$ cat config.mk
export PLATFORM = sky130hd
export DESIGN_NAME = mvp_pll_multi_sm
export DESIGN_NICKNAME = d
export VERILOG_FILES = /design/src/rtl/mvp_pll_pkg.sv /design/src/rtl/demet_reset.sv /design/src/rtl/mvp_pll_multi_sm.sv
export SDC_FILE = /design/constraint.sdc
export NUM_CORES = 1
export LEC_CHECK = 0
export ABC_AREA = 1
export BUFFER_PORTS_ARGS = -buffer_cell sky130_fd_sc_hd__buf_2
export CAP_MARGIN = 20
export CORE_MARGIN = 4
export CORE_UTILIZATION = 54
export CTS_BUF_LIST = sky130_fd_sc_hd__clkbuf_16
export DETAILED_ROUTE_END_ITERATION = 10
export GPL_ROUTABILITY_DRIVEN = 0
export PLACE_DENSITY = 0.78
export SLEW_MARGIN = 0
export SYNTH_ARGS = -nofsm -noshare
export SYNTH_HDL_FRONTEND = slang
export SYNTH_SLANG_ARGS = --single-unit
$ cat constraint.sdc
create_clock -name clk -period 2.3 [get_ports clk]
set_input_delay 0.23 -clock clk [delete_from_list [all_inputs] [get_ports clk]]
set_output_delay 0.23 -clock clk [all_outputs]
set_load 0.03 [all_outputs]
$ cat src/rtl/mvp_pll_pkg.sv
// Shared definitions for the multi-VCO PLL sequencer: state encodings and
// the largest VCO count the select logic is sized for.
package mvp_pll_pkg;

  localparam int MAX_VCO = 8;

  typedef enum logic [3:0] {
    ST_IDLE         = 4'd0,
    ST_BIAS_SETTLE  = 4'd1,
    ST_FASTLOCKING  = 4'd2,
    ST_PRE_LOCKING  = 4'd3,
    ST_LOCKING      = 4'd4,
    ST_PLL_LOCKED   = 4'd5,
    ST_PRE_SWITCH   = 4'd6,
    ST_SWITCH_RESET = 4'd7,
    ST_SWITCH_1     = 4'd8,
    ST_SWITCH_2     = 4'd9,
    ST_LOCK_FAIL    = 4'd10
  } pll_state_t;

endpackage

$ cat src/rtl/demet_reset.sv
// Two-flop synchroniser with asynchronous active-high reset, clearing to 0.
module demet_reset #(
  parameter int WIDTH = 1
) (
  input  logic             clk,
  input  logic             reset,
  input  logic [WIDTH-1:0] i_d,
  output logic [WIDTH-1:0] o_q
);
  logic [WIDTH-1:0] r_meta;
  logic [WIDTH-1:0] r_sync;

  always_ff @(posedge clk or posedge reset) begin
    if (reset) begin
      r_meta <= '0;
      r_sync <= '0;
    end else begin
      r_meta <= i_d;
      r_sync <= r_meta;
    end
  end

  assign o_q = r_sync;
endmodule

$ cat src/rtl/mvp_pll_multi_sm.sv
// Multi-VCO PLL power-up, lock, retry and VCO-switch sequencer.
// Asynchronous inputs are synchronised; all analog controls are registered.
module mvp_pll_multi_sm
  import mvp_pll_pkg::*;
#(
  parameter int NUM_VCO = 3,
  parameter int VSEL_W  = 2,
  parameter int CNT_W   = 8,
  parameter int TO_W    = 16
) (
  input  logic               clk,
  input  logic               reset,
  input  logic               enable,
  input  logic [VSEL_W-1:0]  core_vco_sel,
  input  logic               locked,
  input  logic               core_switch_vco,
  input  logic [CNT_W-1:0]   cfg_bias_settle_count,
  input  logic [CNT_W-1:0]   cfg_pre_locking_count,
  input  logic [CNT_W-1:0]   cfg_pre_switch_time,
  input  logic [CNT_W-1:0]   cfg_switch_reset_time,
  input  logic [CNT_W-1:0]   cfg_switch_time,
  input  logic [TO_W-1:0]    cfg_lock_timeout,
  input  logic [2:0]         cfg_max_retries,
  input  logic [3:0]         cfg_lol_debounce,
  input  logic               cfg_lol_relock,
  input  logic               cfg_disable_lock_det_after_lock,
  output logic               en_lock_det,
  output logic               en_fastlock,
  output logic               pll_reset,
  output logic               enable_fbclk,
  output logic               fastlock_ready,
  output logic               vctrl_locked,
  output logic               switch_done,
  output logic [NUM_VCO-1:0] vco_en,
  output logic [VSEL_W-1:0]  vco_sel,
  output logic [VSEL_W-1:0]  vco_gfcm_sel,
  output logic               ready,
  output logic               loss_of_lock,
  output logic               lock_fail,
  output logic [2:0]         retry_count,
  output logic [3:0]         fsm_state
);
  localparam logic [VSEL_W:0] NUM_VCO_L = (VSEL_W+1)'(NUM_VCO);

  logic [VSEL_W+1:0]  w_sync;
  logic               w_en;
  logic               w_lock;
  logic [VSEL_W-1:0]  w_sel_raw;
  logic [VSEL_W-1:0]  w_sel;
  logic [NUM_VCO-1:0] w_oh_req;
  logic [NUM_VCO-1:0] w_oh_cur;
  logic               w_timeout;

  pll_state_t         r_state;
  logic [CNT_W-1:0]   r_cnt;
  logic [TO_W-1:0]    r_to_cnt;
  logic [3:0]         r_lol_cnt;
  logic [VSEL_W-1:0]  r_new_sel;
  logic               r_en_lock_det, r_en_fastlock, r_pll_reset, r_enable_fbclk;
  logic               r_fastlock_ready, r_vctrl_locked, r_switch_done;
  logic               r_loss_of_lock, r_lock_fail;
  logic [NUM_VCO-1:0] r_vco_en;
  logic [VSEL_W-1:0]  r_vco_sel, r_vco_gfcm_sel;
  logic [2:0]         r_retry;

  demet_reset #(.WIDTH(VSEL_W + 2)) u_demet (
    .clk   (clk),
    .reset (reset),
    .i_d   ({enable, locked, core_vco_sel}),
    .o_q   (w_sync)
  );

  assign w_en      = w_sync[VSEL_W+1];
  assign w_lock    = w_sync[VSEL_W];
  assign w_sel_raw = w_sync[VSEL_W-1:0];
  // Selects that name a non-existent VCO fall back to VCO0.
  assign w_sel     = ({1'b0, w_sel_raw} >= NUM_VCO_L) ? '0 : w_sel_raw;
  assign w_timeout = (cfg_lock_timeout != '0) && (r_to_cnt == cfg_lock_timeout - TO_W'(1));

  for (genvar gi = 0; gi < NUM_VCO; gi++) begin : g_onehot
    assign w_oh_req[gi] = (w_sel == VSEL_W'(gi));
    assign w_oh_cur[gi] = (r_vco_sel == VSEL_W'(gi));
  end

  always_ff @(posedge clk or posedge reset) begin
    if (reset) begin
      r_state <= ST_IDLE;
      r_cnt <= '0;
      r_to_cnt <= '0;
      r_lol_cnt <= '0;
      r_new_sel <= '0;
      r_en_lock_det <= 1'b0;
      r_en_fastlock <= 1'b0;
      r_pll_reset <= 1'b1;
      r_enable_fbclk <= 1'b0;
      r_fastlock_ready <= 1'b0;
      r_vctrl_locked <= 1'b0;
      r_switch_done <= 1'b0;
      r_loss_of_lock <= 1'b0;
      r_lock_fail <= 1'b0;
      r_vco_en <= '0;
      r_vco_sel <= '0;
      r_vco_gfcm_sel <= '0;
      r_retry <= '0;
    end else begin
      r_loss_of_lock <= 1'b0;
      if (r_state != ST_IDLE && !w_en) begin
        r_state <= ST_IDLE;
        r_cnt <= '0;
        r_to_cnt <= '0;
        r_lol_cnt <= '0;
        r_en_lock_det <= 1'b0;
        r_en_fastlock <= 1'b0;
        r_fastlock_ready <= 1'b0;
        r_lock_fail <= 1'b0;
        r_pll_reset <= 1'b1;
        r_enable_fbclk <= 1'b0;
        r_vctrl_locked <= 1'b0;
        r_vco_en <= '0;
      end else begin
        case (r_state)
          ST_IDLE: begin
            r_cnt <= '0;
            r_to_cnt <= '0;
            r_pll_reset <= 1'b1;
            r_enable_fbclk <= 1'b0;
            r_vctrl_locked <= 1'b0;
            r_vco_en <= '0;
            if (w_en) begin
              r_vco_sel <= w_sel;
              r_vco_gfcm_sel <= w_sel;
              r_vco_en <= w_oh_req;
              r_pll_reset <= 1'b0;
              r_enable_fbclk <= 1'b1;
              r_retry <= '0;
              r_state <= ST_BIAS_SETTLE;
            end
          end
          ST_BIAS_SETTLE: begin
            // Also terminates the one-cycle reset pulse issued on a retry.
            r_pll_reset <= 1'b0;
            if (r_cnt == cfg_bias_settle_count) begin
              r_cnt <= '0;
              r_to_cnt <= '0;
              r_en_lock_det <= 1'b1;
              r_en_fastlock <= 1'b1;
              r_state <= ST_FASTLOCKING;
            end else begin
              r_cnt <= r_cnt + CNT_W'(1);
            end
          end
          ST_FASTLOCKING, ST_LOCKING: begin
            if (w_lock) begin
              r_to_cnt <= '0;
              if (r_state == ST_FASTLOCKING) begin
                r_en_lock_det <= 1'b0;
                r_en_fastlock <= 1'b0;
                r_fastlock_ready <= 1'b1;
                r_cnt <= '0;
                r_state <= ST_PRE_LOCKING;
              end else begin
                r_vctrl_locked <= 1'b1;
                r_en_lock_det <= ~cfg_disable_lock_det_after_lock;
                r_lol_cnt <= '0;
                r_state <= ST_PLL_LOCKED;
              end
            end else if (w_timeout) begin
              r_to_cnt <= '0;
              r_cnt <= '0;
              r_en_lock_det <= 1'b0;
              r_en_fastlock <= 1'b0;
              r_pll_reset <= 1'b1;
              if (r_retry < cfg_max_retries) begin
                r_retry <= r_retry + 3'd1;
                r_state <= ST_BIAS_SETTLE;
              end else begin
                r_enable_fbclk <= 1'b0;
                r_lock_fail <= 1'b1;
                r_state <= ST_LOCK_FAIL;
              end
            end else begin
              r_to_cnt <= r_to_cnt + TO_W'(1);
            end
          end
          ST_PRE_LOCKING: begin
            r_en_lock_det <= 1'b0;
            if (r_cnt == cfg_pre_locking_count) begin
              r_cnt <= '0;
              r_to_cnt <= '0;
              r_en_lock_det <= 1'b1;
              r_state <= ST_LOCKING;
            end else begin
              r_cnt <= r_cnt + CNT_W'(1);
            end
          end
          ST_PLL_LOCKED: begin
            r_en_lock_det <= ~cfg_disable_lock_det_after_lock;
            // A switch request takes priority over a coincident loss of lock.
            if (core_switch_vco) begin
              r_enable_fbclk <= 1'b0;
              r_en_lock_det <= 1'b0;
              r_fastlock_ready <= 1'b0;
              r_switch_done <= 1'b0;
              r_vctrl_locked <= 1'b0;
              r_new_sel <= w_sel;
              r_vco_en <= r_vco_en | w_oh_req;
              r_cnt <= '0;
              r_state <= ST_PRE_SWITCH;
            end else if (!w_lock) begin
              if (r_lol_cnt == cfg_lol_debounce) begin
                r_loss_of_lock <= 1'b1;
                r_lol_cnt <= '0;
                if (cfg_lol_relock) begin
                  r_en_lock_det <= 1'b1;
                  r_vctrl_locked <= 1'b0;
                  r_to_cnt <= '0;
                  r_state <= ST_LOCKING;
                end
              end else begin
                r_lol_cnt <= r_lol_cnt + 4'd1;
              end
            end else begin
              r_lol_cnt <= '0;
            end
          end
          ST_PRE_SWITCH: begin
            if (r_cnt == cfg_pre_switch_time) begin
              r_cnt <= '0;
              r_pll_reset <= 1'b1;
              r_vco_sel <= r_new_sel;
              r_state <= ST_SWITCH_RESET;
            end else begin
              r_cnt <= r_cnt + CNT_W'(1);
            end
          end
          ST_SWITCH_RESET: begin
            if (r_cnt == cfg_switch_reset_time) begin
              r_cnt <= '0;
              r_pll_reset <= 1'b0;
              r_state <= ST_SWITCH_1;
            end else begin
              r_cnt <= r_cnt + CNT_W'(1);
            end
          end
          ST_SWITCH_1: begin
            if (r_cnt == cfg_switch_time) begin
              r_cnt <= '0;
              r_vco_gfcm_sel <= r_vco_sel;
              r_state <= ST_SWITCH_2;
            end else begin
              r_cnt <= r_cnt + CNT_W'(1);
            end
          end
          ST_SWITCH_2: begin
            if (r_cnt == cfg_switch_time) begin
              r_cnt <= '0;
              r_to_cnt <= '0;
              r_vco_en <= w_oh_cur;
              r_en_lock_det <= 1'b1;
              r_enable_fbclk <= 1'b1;
              r_switch_done <= 1'b1;
              r_state <= ST_LOCKING;
            end else begin
              r_cnt <= r_cnt + CNT_W'(1);
            end
          end
          ST_LOCK_FAIL: begin
            r_pll_reset <= 1'b1;
            r_enable_fbclk <= 1'b0;
            r_en_lock_det <= 1'b0;
            r_lock_fail <= 1'b1;
          end
          default: r_state <= ST_IDLE;
        endcase
      end
    end
  end

  assign en_lock_det    = r_en_lock_det;
  assign en_fastlock    = r_en_fastlock;
  assign pll_reset      = r_pll_reset;
  assign enable_fbclk   = r_enable_fbclk;
  assign fastlock_ready = r_fastlock_ready;
  assign vctrl_locked   = r_vctrl_locked;
  assign switch_done    = r_switch_done;
  assign vco_en         = r_vco_en;
  assign vco_sel        = r_vco_sel;
  assign vco_gfcm_sel   = r_vco_gfcm_sel;
  assign loss_of_lock   = r_loss_of_lock;
  assign lock_fail      = r_lock_fail;
  assign retry_count    = r_retry;
  assign ready          = (r_state == ST_PLL_LOCKED);
  assign fsm_state      = r_state;
endmodule

==> results.yml <==
outcome:
  status: "finished, violations left"
  failing_checks: "negative hold slack"
job:
  maxCapViolations: 0
cts:
  insertion_delay_ps: 330
  clk_pin_slew_ps: 50
  cts_buffers: 9
  cts_num_sinks: 61
  ctsRootBufferMaster: "clkbuf_16"
  post-cts-setup-buffer-count: 0
  tritoncts_clock_tree: "done"
  h_tree_levels: 3
  cts.path.max_buffers: 2
critical_path:
  critPathLaunch: "r_to_cnt[0]$_DFFE_PP0P_"
  reg2reg_setup_slack_ps: 170
  setup.worst_path.end_class: "flip-flop"
  critical_path.reg2reg.endpoint: "r_to_cnt[14]$_DFFE_PP0P_"
  crit_path_max_fanout: 5
  path_delay_family: "simple AND/OR/NAND/NOR gates"
  worst-path-stages: 10
  reg2regPathDepth: 10
  cpMaxStageDelayCell: "dfrtp_1"
  start_kind: "flip-flop"
  worstSetupEndpoint: "r_to_cnt[14]$_DFFE_PP0P_"
  cp_num_buf_inv: 0
  cp.required_ps: 2520
  worstPathArrival_ps: 2350
  kind_of_critical_path: "flip-flop to flip-flop"
  cp_cell_sequence: "ha_1, nand3_1, nor2_1, nand3_1, nor4_2, nand3_1, nor2_1, nand3_1, nand2_1, nor2_1"
  cpMostUsedCell: "nand3_1"
  crit_path_max_incr_delay_ps: 430
  r2r_start: "r_to_cnt[0]$_DFFE_PP0P_"
timing:
  worstMarginPinSlew_ps: 676
  achievable-frequency_mhz: 469
  finalMaxSlewViolations: 0
  post-route-worst-setup-slack_ps: 169
  finalHoldViolCount: 8
  relSlewSlack_pct: 54.8
  timing.hold.ws_ps: -3.13
  fin_skew_ps: 4.47
  min_period_over_period_pct: 92.7
  unrepaired_setup_endpoints_after_global_routing: "false"
  report.final.setup_viol: 0
  timing.setup.tns_ps: 0
  fin_crit_ps: 2130
die:
  dieArea_mm2: 0.0111
  floorplan.die.width_um: 105
  chipHeight_um: 105
  floorplan.core_area_mm2: 0.00920
  top_level_ports: 96
  initial_core_utilization_pct: 55.5
  std_cell_rows: 35
power:
  power.density_mw_per_mm2: 1000
  power.static_leakage_uw: 0.00329
  ir_drop_uv: 721
logic_synthesis:
  syn_inst: 791
  netlist-cell-type-count: 42
  synth-seq-cells: 61
  ys.warnings.count: 0
  syn_nets: 872
  synth_seq_area_share_pct: 30.0
  synth_area_mm2: 0.00510
  syn_area_per_cell_um2: 6.45
detailed_routing:
  finalWirelength_um: 14100
  drt.antenna.violating_nets: 0
  avgRoutedWirePerCell_um: 13.7
  drt_iter0_drc: 413
  via_per_inst: 5.36
  route.vias.total: 5500
  drtPass1Iterations: 6
  detail_route.drc_violations: 0
placed_design:
  detailed_place.area_mm2: 0.00582
  place_hpwl_um: 10900
  dp_slack_ps: 58.7
  dp_cells: 1006
  buffer_ports.inserted: 95
global_route:
  groute.layer.met3.usage_pct: 3.64
  number_of_antenna_violations_at_the_first_check_in_global_routing: 0
  largest_net_degree_at_the_start_of_global_routing: 33
  grt.met1_usage_pct: 32.2
  grt_overflow_total: 0
  globalRouteTotalUtil_pct: 25.7
  first_global_vias: 5348
  gr-usage-met2_pct: 44.4
  global_route.peak_usage_layer: "met2"
  grt_pass1_wl_um: 23600
layout:
  num-fill-cells: 801
  multi_input_logic_area_mm2: 0.00311
  post-route-cell-area_mm2: 0.00620
  final_nets: 991
  antenna_cells_inserted: 0
  layout.area.seq_mm2: 0.00154
  final_layout_size_suffix_gt1_share_pct: 20.7
  area_growth_syn_to_layout_pct: 21.7
  finalNonFillerCells: 1026
hold_path:
  hold_path_class: "input pin to async pin"
-- logic make-up after synthesis --
logic type	after synthesis	synth area share [%]
XOR/XNOR	55	9.45
AO/OA/AOI/OAI	63	6.97
adder cells (fa/ha/maj)	9	2.21
buffers and inverters	124	9.64
AND/OR/NAND/NOR	479	41.8
flip-flops	61	30.0
-- metrics by stage --
step,power [uW],util (%),hold slack (ps)
2_1_floorplan,3780,-,261
3_3_place_gp,4630,63.3,333
3_5_place_dp,4690,63.3,338
4_1_cts,6130,67.1,17.8
5_1_grt,6640,67.5,55.8
6_report,6200,67.5,-3.13
-- registers in the layout, summed over array words and instances (netlist names), 2 cells and up --
| register | cells |
|---|---|
| r_cnt | 8 |
| vco_sel | 2 |
| vco_gfcm_sel | 2 |
| r_new_sel | 2 |
| r_lol_cnt | 4 |
| retry_count | 3 |
| fsm_state | 4 |
| vco_en | 3 |
| u_demet.o_q | 4 |
| r_to_cnt | 16 |
| u_demet.r_meta | 4 |
-- worst min path at each step --
stage	start	endpoint	slack [ps]	cells past startpoint
CTS	reset	r_to_cnt[13]$_DFFE_PP0P_	20	2
finish	reset	r_to_cnt[14]$_DFFE_PP0P_	-3	2
global route	reset	r_to_cnt[14]$_DFFE_PP0P_	60	2
global placement	u_demet.r_meta[2]$_DFF_PP0_	u_demet.o_q[2]$_DFF_PP0_	330	0
floorplan	core_vco_sel[0]	u_demet.r_meta[0]$_DFF_PP0_	260	0
detailed placement	u_demet.r_meta[1]$_DFF_PP0_	u_demet.o_q[1]$_DFF_PP0_	340	0
-- what timing repair did --
| item | CTS | global route |
|---|---|---|
| hold endpoints to repair | 4 | 0 |
| hold buffers | 4 | 0 |
| gates resized for setup | 0 | 12 |
| setup endpoints to repair | 0 | 18 |
-- routing by layer --
metal | share of wire [%] | vias up
met5 | 0 | -
met4 | 2.5 | 0
met3 | 6.9 | 32
met2 | 48 | 220
met1 | 42 | 2498
li1 | - | 2750
-- power breakdown --
group	total, uW	switching [uW]	internal (uW)
Combinational	3260	2190	1070
Clock	1400	473	932
Sequential	1540	225	1320
-- synth_stat cells (all sizes together) --
cell type	count	area [um^2]
a21oi	10	50.1
nand4	15	93.8
a221oi	1	8.76
and3	1	6.26
dfstp	1	26.3
xnor2	32	280
nor3b	3	27.5
nor3	18	105
nand3b	4	30.0
a31oi	7	43.8
a211oi	1	7.51
clkbuf	3	12.5
o311ai	2	17.5
nand3	73	375
o22ai	2	12.5
inv	109	412
o31ai	1	12.5
buf	11	63.8
or2	2	12.5
nor4	3	18.8
o21ai	36	180
nand2	266	1050
o21a	1	7.51
xor2	23	201
o211ai	2	15.0
dfrtp	60	1500
clkinv	1	3.75
nor2	94	415
ha	9	113
-- layout make-up --
cell class | instances | share of cell area (%)
clock buffers | 9 | 3.63
well taps | 111 | 2.24
multi-input cells | 606 | 50.1
flip-flops and latches | 61 | 24.8
repair buffers | 122 | 11.3
clock inverters | 7 | 1.33
inverters | 110 | 6.69
-- cell usage in the layout, fill, tap and decap left out, types with 3 or more instances in the layout --
cell type and instances:
o21ai_1 4, dfrtp_1 53, nand2_1 250, ha_1 9, buf_4 22, nor2_1 81, nand3b_1 4, inv_2 10
o21ai_0 32, nor3_2 3, dfrtp_2 7, buf_2 95, clkbuf_16 9, xor2_1 23, a21oi_1 10, clkinv_1 3
nand4_1 15, nand3_1 71, xnor2_1 32, dlygate4sd3_1 4, nor3_1 14, nor2_2 6, nand2_2 14, nor2_4 7
a31oi_1 7, inv_1 100
(Power assumes the default switching activity.)
